`config.mk`:
```
export PLATFORM = sky130hd
export DESIGN_NAME = mjp_game_engine
export DESIGN_NICKNAME = d
export VERILOG_FILES = /design/src/rtl/mjp_pkg.sv /design/src/rtl/mjp_game_engine_digit_enc.sv /design/src/rtl/mjp_game_engine.sv
export SDC_FILE = /design/constraint.sdc
export NUM_CORES = 1
export LEC_CHECK = 0
export ABC_AREA = 1
export BUFFER_PORTS_ARGS = -buffer_cell sky130_fd_sc_hd__buf_2
export CORE_MARGIN = 2
export CORE_UTILIZATION = 46
export CTS_CLUSTER_DIAMETER = 40
export DETAILED_ROUTE_END_ITERATION = 7
export PLACE_DENSITY_LB_ADDON = 0.05
export SYNTH_ARGS = -nofsm -noshare
export SYNTH_HDL_FRONTEND = slang
export SYNTH_HIERARCHICAL = 1
export SYNTH_SLANG_ARGS = --single-unit
```
`constraint.sdc`:
```
create_clock -name CLK -period 2.25 [get_ports CLK]
set_input_delay 0 -clock CLK [delete_from_list [all_inputs] [get_ports CLK]]
set_output_delay 0 -clock CLK [all_outputs]
set_load 0.005 [all_outputs]
```
`src/rtl/mjp_pkg.sv`:
```
// mjp_pkg: shared definitions for the muk-jji-ppa game engine.
//   - 2-bit sign codes (ROCK, SCISSORS, PAPER, INVALID)
//   - FSM state encoding
//   - 13-bit display patterns for signs, results and score digits.
//     Patterns are written MSB-first into [0:12] vectors, so the leftmost
//     literal character lands on bit 0, which is what the display monitor expects.
// Helper functions: sign_pat (sign -> display pattern), beats (RPS rule).
package mjp_pkg;

    typedef logic [1:0] sign_t;

    localparam sign_t SIGN_ROCK     = 2'b00;
    localparam sign_t SIGN_SCISSORS = 2'b01;
    localparam sign_t SIGN_PAPER    = 2'b10;
    localparam sign_t SIGN_INVALID  = 2'b11;

    typedef enum logic [1:0] {
        ST_DECIDE = 2'd0,
        ST_ATK_A  = 2'd1,
        ST_ATK_B  = 2'd2,
        ST_OVER   = 2'd3
    } state_t;

    typedef logic [0:12] pat_t;

    localparam pat_t PAT_ROCK     = 13'b0011101000111;
    localparam pat_t PAT_SCISSORS = 13'b0011101101010;
    localparam pat_t PAT_PAPER    = 13'b0111111010000;
    localparam pat_t PAT_INVALID  = 13'b0000000101101;

    // Result screens shown once the game is over.
    localparam pat_t PAT_RES_DASH    = 13'b0000001000000;
    localparam pat_t PAT_RES_A_WIN_R = 13'b0000000100100;
    localparam pat_t PAT_RES_B_WIN_L = 13'b0000000001001;

    localparam pat_t PAT_DIG_0 = 13'b1111110000000;
    localparam pat_t PAT_DIG_1 = 13'b0110000000000;
    localparam pat_t PAT_DIG_2 = 13'b1101101000000;
    localparam pat_t PAT_DIG_3 = 13'b1111001000000;
    localparam pat_t PAT_DIG_4 = 13'b0110011000000;
    localparam pat_t PAT_DIG_5 = 13'b1011011000000;
    localparam pat_t PAT_DIG_6 = 13'b1011111000000;
    localparam pat_t PAT_DIG_7 = 13'b1110010000000;
    localparam pat_t PAT_DIG_8 = 13'b1111111000000;
    localparam pat_t PAT_DIG_9 = 13'b1111011000000;

    function automatic pat_t sign_pat(input sign_t s);
        case (s)
            SIGN_ROCK:     return PAT_ROCK;
            SIGN_SCISSORS: return PAT_SCISSORS;
            SIGN_PAPER:    return PAT_PAPER;
            default:       return PAT_INVALID;
        endcase
    endfunction

    // True when sign a beats sign b; both must be valid and different.
    function automatic logic beats(input sign_t a, input sign_t b);
        return ((a == SIGN_ROCK)     && (b == SIGN_SCISSORS)) ||
               ((a == SIGN_SCISSORS) && (b == SIGN_PAPER))    ||
               ((a == SIGN_PAPER)    && (b == SIGN_ROCK));
    endfunction

endpackage

```
`src/rtl/mjp_game_engine_digit_enc.sv`:
```
// mjp_digit_enc: combinational score digit to 13-bit segment pattern.
//   score : in  [3:0]  score value 0..9
//   pat   : out [0:12] segments a..g on bits 0..6, bits 7..12 zero
// Values above 9 cannot occur (scores saturate at WIN_SCORE <= 9) and blank.
module mjp_digit_enc
    import mjp_pkg::*;
(
    input  logic [3:0] score,
    output pat_t       pat
);

    always_comb begin
        case (score)
            4'd0:    pat = PAT_DIG_0;
            4'd1:    pat = PAT_DIG_1;
            4'd2:    pat = PAT_DIG_2;
            4'd3:    pat = PAT_DIG_3;
            4'd4:    pat = PAT_DIG_4;
            4'd5:    pat = PAT_DIG_5;
            4'd6:    pat = PAT_DIG_6;
            4'd7:    pat = PAT_DIG_7;
            4'd8:    pat = PAT_DIG_8;
            4'd9:    pat = PAT_DIG_9;
            default: pat = '0;
        endcase
    end

endmodule

```
`src/rtl/mjp_game_engine.sv`:
```
// mjp_game_engine: muk-jji-ppa game engine, one game per reset.
// Samples both throws on every CLK edge with PLAY=1, runs the RPS decide
// phase and the attack phase, keeps scores and round count, declares a winner.
//
// Optional feature macro: MJP_ROUND_LIMIT_EN
//   defined   -> game also ends after MAX_ROUNDS counted rounds (higher score
//                wins, equal scores draw)
//   undefined -> game ends only when a score reaches WIN_SCORE
//
// Ports:
//   CLK, RST   clock, synchronous active-high reset
//   PLAY       round strobe (level, one round per cycle while high)
//   A_IN, B_IN player signs: ROCK=00 SCISSORS=01 PAPER=10 INVALID=11
//   LDISP      A hand / result pattern       (registered)
//   RDISP      B hand / result pattern       (registered)
//   SC_LDISP   A score digit pattern         (registered)
//   SC_RDISP   B score digit pattern         (registered)
//   ATTACKER   00 none, 01 A, 10 B           (registered)
//   DONE       game over                     (registered)
//
// state     | meaning
// ----------+-------------------------------------------
// ST_DECIDE | rock-paper-scissors picks the attacker
// ST_ATK_A  | A attacks; a matching throw scores for A
// ST_ATK_B  | B attacks; a matching throw scores for B
// ST_OVER   | game finished, outputs frozen until RST
module mjp_game_engine
    import mjp_pkg::*;
#(
    parameter int WIN_SCORE  = 3,
    parameter int MAX_ROUNDS = 20
) (
    input  logic        CLK,
    input  logic        RST,
    input  logic        PLAY,
    input  logic [0:1]  A_IN,
    input  logic [0:1]  B_IN,
    output logic [0:12] LDISP,
    output logic [0:12] RDISP,
    output logic [0:12] SC_LDISP,
    output logic [0:12] SC_RDISP,
    output logic [0:1]  ATTACKER,
    output logic        DONE
);

`ifdef MJP_ROUND_LIMIT_EN
    localparam bit LIM_EN = 1'b1;
`else
    localparam bit LIM_EN = 1'b0;
`endif

    localparam logic [3:0] WIN_LIM = 4'(WIN_SCORE);
    localparam logic [7:0] RND_LIM = 8'(MAX_ROUNDS);

    state_t     state, nxt_state;
    logic [3:0] score_a, score_b, nxt_score_a, nxt_score_b;
    logic [7:0] rnd_cnt, nxt_rnd;
    pat_t       nxt_ldisp, nxt_rdisp, sc_a_pat, sc_b_pat;
    logic       a_won, b_won, draw;
    sign_t      a_sign, b_sign;

    assign a_sign = A_IN;
    assign b_sign = B_IN;

    always_comb begin
        nxt_state   = state;
        nxt_score_a = score_a;
        nxt_score_b = score_b;
        nxt_rnd     = rnd_cnt;
        nxt_ldisp   = LDISP;
        nxt_rdisp   = RDISP;
        a_won       = 1'b0;
        b_won       = 1'b0;
        draw        = 1'b0;
        if (PLAY && (state != ST_OVER)) begin
            nxt_ldisp = sign_pat(a_sign);
            nxt_rdisp = sign_pat(b_sign);
            if ((a_sign != SIGN_INVALID) && (b_sign != SIGN_INVALID)) begin
                nxt_rnd = rnd_cnt + 8'd1;
                if (a_sign == b_sign) begin
                    case (state)
                        ST_ATK_A: begin
                            nxt_score_a = (score_a < WIN_LIM) ? score_a + 4'd1 : score_a;
                            a_won       = (nxt_score_a == WIN_LIM);
                            nxt_state   = ST_DECIDE;
                        end
                        ST_ATK_B: begin
                            nxt_score_b = (score_b < WIN_LIM) ? score_b + 4'd1 : score_b;
                            b_won       = (nxt_score_b == WIN_LIM);
                            nxt_state   = ST_DECIDE;
                        end
                        default: ;
                    endcase
                end else begin
                    nxt_state = beats(a_sign, b_sign) ? ST_ATK_A : ST_ATK_B;
                end
                // A score win on the limit round takes precedence over the limit.
                if (LIM_EN && !a_won && !b_won && (nxt_rnd == RND_LIM)) begin
                    a_won = (nxt_score_a > nxt_score_b);
                    b_won = (nxt_score_b > nxt_score_a);
                    draw  = (nxt_score_a == nxt_score_b);
                end
                if (a_won) begin
                    nxt_state = ST_OVER;
                    nxt_ldisp = PAT_RES_DASH;
                    nxt_rdisp = PAT_RES_A_WIN_R;
                end else if (b_won) begin
                    nxt_state = ST_OVER;
                    nxt_ldisp = PAT_RES_B_WIN_L;
                    nxt_rdisp = PAT_RES_DASH;
                end else if (draw) begin
                    nxt_state = ST_OVER;
                    nxt_ldisp = PAT_RES_DASH;
                    nxt_rdisp = PAT_RES_DASH;
                end
            end
        end
    end

    // Encoders look at next-state scores so the digit buses update on the
    // same edge as the score registers.
    mjp_digit_enc u_enc_a (
        .score (nxt_score_a),
        .pat   (sc_a_pat)
    );

    mjp_digit_enc u_enc_b (
        .score (nxt_score_b),
        .pat   (sc_b_pat)
    );

    always_ff @(posedge CLK) begin
        if (RST) begin
            state    <= ST_DECIDE;
            score_a  <= '0;
            score_b  <= '0;
            rnd_cnt  <= '0;
            LDISP    <= PAT_INVALID;
            RDISP    <= PAT_INVALID;
            SC_LDISP <= PAT_DIG_0;
            SC_RDISP <= PAT_DIG_0;
            ATTACKER <= 2'b00;
            DONE     <= 1'b0;
        end else begin
            state    <= nxt_state;
            score_a  <= nxt_score_a;
            score_b  <= nxt_score_b;
            rnd_cnt  <= nxt_rnd;
            LDISP    <= nxt_ldisp;
            RDISP    <= nxt_rdisp;
            SC_LDISP <= sc_a_pat;
            SC_RDISP <= sc_b_pat;
            ATTACKER <= (nxt_state == ST_ATK_A) ? 2'b01 :
                        (nxt_state == ST_ATK_B) ? 2'b10 : 2'b00;
            DONE     <= (nxt_state == ST_OVER);
        end
    end

endmodule

```
==> impl_metrics.json <==
{
  "grt_setup_unrepaired": "false",
  "synth-edff-count": 0,
  "vdd_drop_max_mv": 0.316,
  "final_cell_mix": "nand2_1 (77), buf_2 (59), dfxtp_1 (52)",
  "grt_max_degree": 44,
  "cts_tree": "yes",
  "netlist_area_um2": 2900,
  "dieArea_um2": 6950,
  "vias": 2275,
  "synth_area_per_cell_um2": 7.57,
  "synth-main-ff-cell": "dfxtp_1",
  "setup-tns-final_ns": 0,
  "die_y_um": 83.4,
  "p_per_area_nw_per_um2": 588,
  "wl_um": 4930,
  "drv_cap": 0,
  "io_pins": 62,
  "yosysSeqAreaShare": 0.380,
  "grt_pass1_wl_um": 8560,
  "drt_iter0_markers": 90,
  "p_leak_uw": 0.00170,
  "fill_cells": 597,
  "ys_warn_count": 6,
  "cts_max_level": 2,
  "area_growth_pct": 14.6,
  "grt.total_usage": 0.148,
  "path_max_fanout": 5,
  "first_pass_iters": 4,
  "cts.path.max_buffers": 2,
  "cts.sinks": 55,
  "synthCells": 383,
  "period_share": 0.930,
  "vias_per_cell": 4.43,
  "first_global_vias": 1979,
  "ff2ff_setup_slack_ns": 0.16,
  "place_area_um2": 3160,
  "cp-end-kind": "flip-flop",
  "core.rowCount": 28,
  "period_minus_slack_ns": 2.09,
  "ys_types": 29,
  "place.gp.congestion": 0.886,
  "hp-class": "in -> reg",
  "ys_ff_latch": 55,
  "start_util": 0.484,
  "route.detailed.wl_per_inst_um": 9.61,
  "fin_skew_ns": 0.00342,
  "async_flop_share": 0,
  "setup_violations": 0,
  "die_w_um": 83.4,
  "postCtsHoldBufs": 0,
  "drv_slew": 0,
  "path_clk_slew_ns": 0.09,
  "criticalPathCategory": "reg -> reg",
  "critPathLaunchType": "flip-flop",
  "antenna_found_initial": 0,
  "finalNetCount": 467,
  "port_buffers": 59,
  "hpwlAfterDp_um": 3770,
  "arrival_ns": 2.29,
  "fmax_ghz": 0.478,
  "overflow": 0,
  "outcome": "complete, no violations",
  "core_um2": 5990,
  "finalInstanceArea_um2": 3320,
  "root_buffer": "clkbuf_8",
  "drive_above_1_share": 0.317,
  "insertion_delay_ns": 0.30,
  "antenna_left": 0,
  "final_common_cell": "nand2_1",
  "route.detailed.drc": 0,
  "worstPathRequired_ns": 2.45,
  "antennaDiodeCount": 0,
  "numCtsBuffers": 5,
  "finalHoldViolCount": 0
}
[stage by stage]
stage	utilization	power (uW)	setup WS [ns]	hold slack, ns	instances
3_3_place_gp	0.528	1300	0.131	0.375	501
5_1_grt	0.554	2060	0.00290	0.156	513
2_1_floorplan	-	1240	0.199	0.284	394
4_1_cts	0.548	1980	0.0991	0.111	509
3_5_place_dp	0.528	1300	0.124	0.374	501
6_report	0.554	1950	0.157	0.121	513
[worst paths after layout]
| check | startpoint | endpoint | depth (start not counted) |
|---|---|---|---|
| hold reg to reg | RDISP[10] | RDISP[10] | 2 |
| setup / recovery | score_b[0] | SC_RDISP[3] | 12 |
| hold / removal | RST | RDISP[5] | 4 |
| setup reg to reg | score_b[0] | SC_RDISP[3] | 12 |
[area by class of cell]
cell class | instances | area [um^2] | area share
well taps | 75 | 93.8 | 0.0283
clock buffers | 6 | 82.6 | 0.0249
repair buffers | 69 | 370 | 0.112
inverters | 62 | 233 | 0.0701
flip-flops and latches | 55 | 1100 | 0.333
multi-input cells | 244 | 1400 | 0.422
clock inverters | 2 | 35.0 | 0.0106
[Yosys cell counts (7+ instances only)]
master / instances / share of area
ha_1: 23 / 0.099
nand3_1: 15 / 0.026
nor2_1: 31 / 0.040
nand2_2: 10 / 0.022
or2_2: 14 / 0.030
inv_1: 50 / 0.065
a21oi_1: 20 / 0.035
nor2_4: 7 / 0.027
o21ai_0: 14 / 0.024
inv_2: 11 / 0.014
buf_4: 22 / 0.057
nand2_1: 77 / 0.10
clkbuf_1: 9 / 0.012
dfxtp_1: 55 / 0.38
[cells by family after synthesis]
family	Yosys count	synth area share
DFF	55	0.380
and+or+nand+nor	166	0.285
AOI/OAI and AO/OA	40	0.0760
adders and majority gates	23	0.0993
buffers and inverters	95	0.152
other	3	0.00389
xor gates and xnor gates	1	0.00302
[registers in the layout, indices dropped and copies added (netlist names)]
| register | flops |
|---|---|
| RDISP | 8 |
| DONE | 1 |
| LDISP | 8 |
| SC_LDISP | 13 |
| state | 2 |
| ATTACKER | 2 |
| SC_RDISP | 13 |
| score_b | 4 |
| score_a | 4 |
[power breakdown]
group | total [uW] | switching [uW] | leakage, uW | internal (uW)
clock | 676 | 315 | 0.0000612 | 360
combinational | 239 | 138 | 0.00118 | 101
sequential | 1040 | 20.1 | 0.000453 | 1020
[critical path, stage by stage (launching register included)]
cell,delay [ns]
dfxtp_2,0.35
ha_1,0.29
nand3b_1,0.17
nand3_1,0.09
o21a_1,0.16
inv_2,0.06
inv_1,0.13
ha_1,0.25
nand2_1,0.07
nand2_1,0.06
nand2_1,0.05
nand2_1,0.04
or2_2,0.27
[layer usage]
layer / GRT usage / vias to the layer above / part of all wire
li1: - / 1225 / -
met1: 0.191 / 1006 / 0.48
met2: 0.238 / 39 / 0.46
met3: 0.0388 / 5 / 0.048
met4: 0.0537 / 0 / 0.015
met5: 0 / - / 0
[what timing repair did]
action	CTS	global route
buffers inserted	0	4
gates resized for setup	0	8
setup endpoints to repair	0	8
Power figures use the tool's default switching activity.
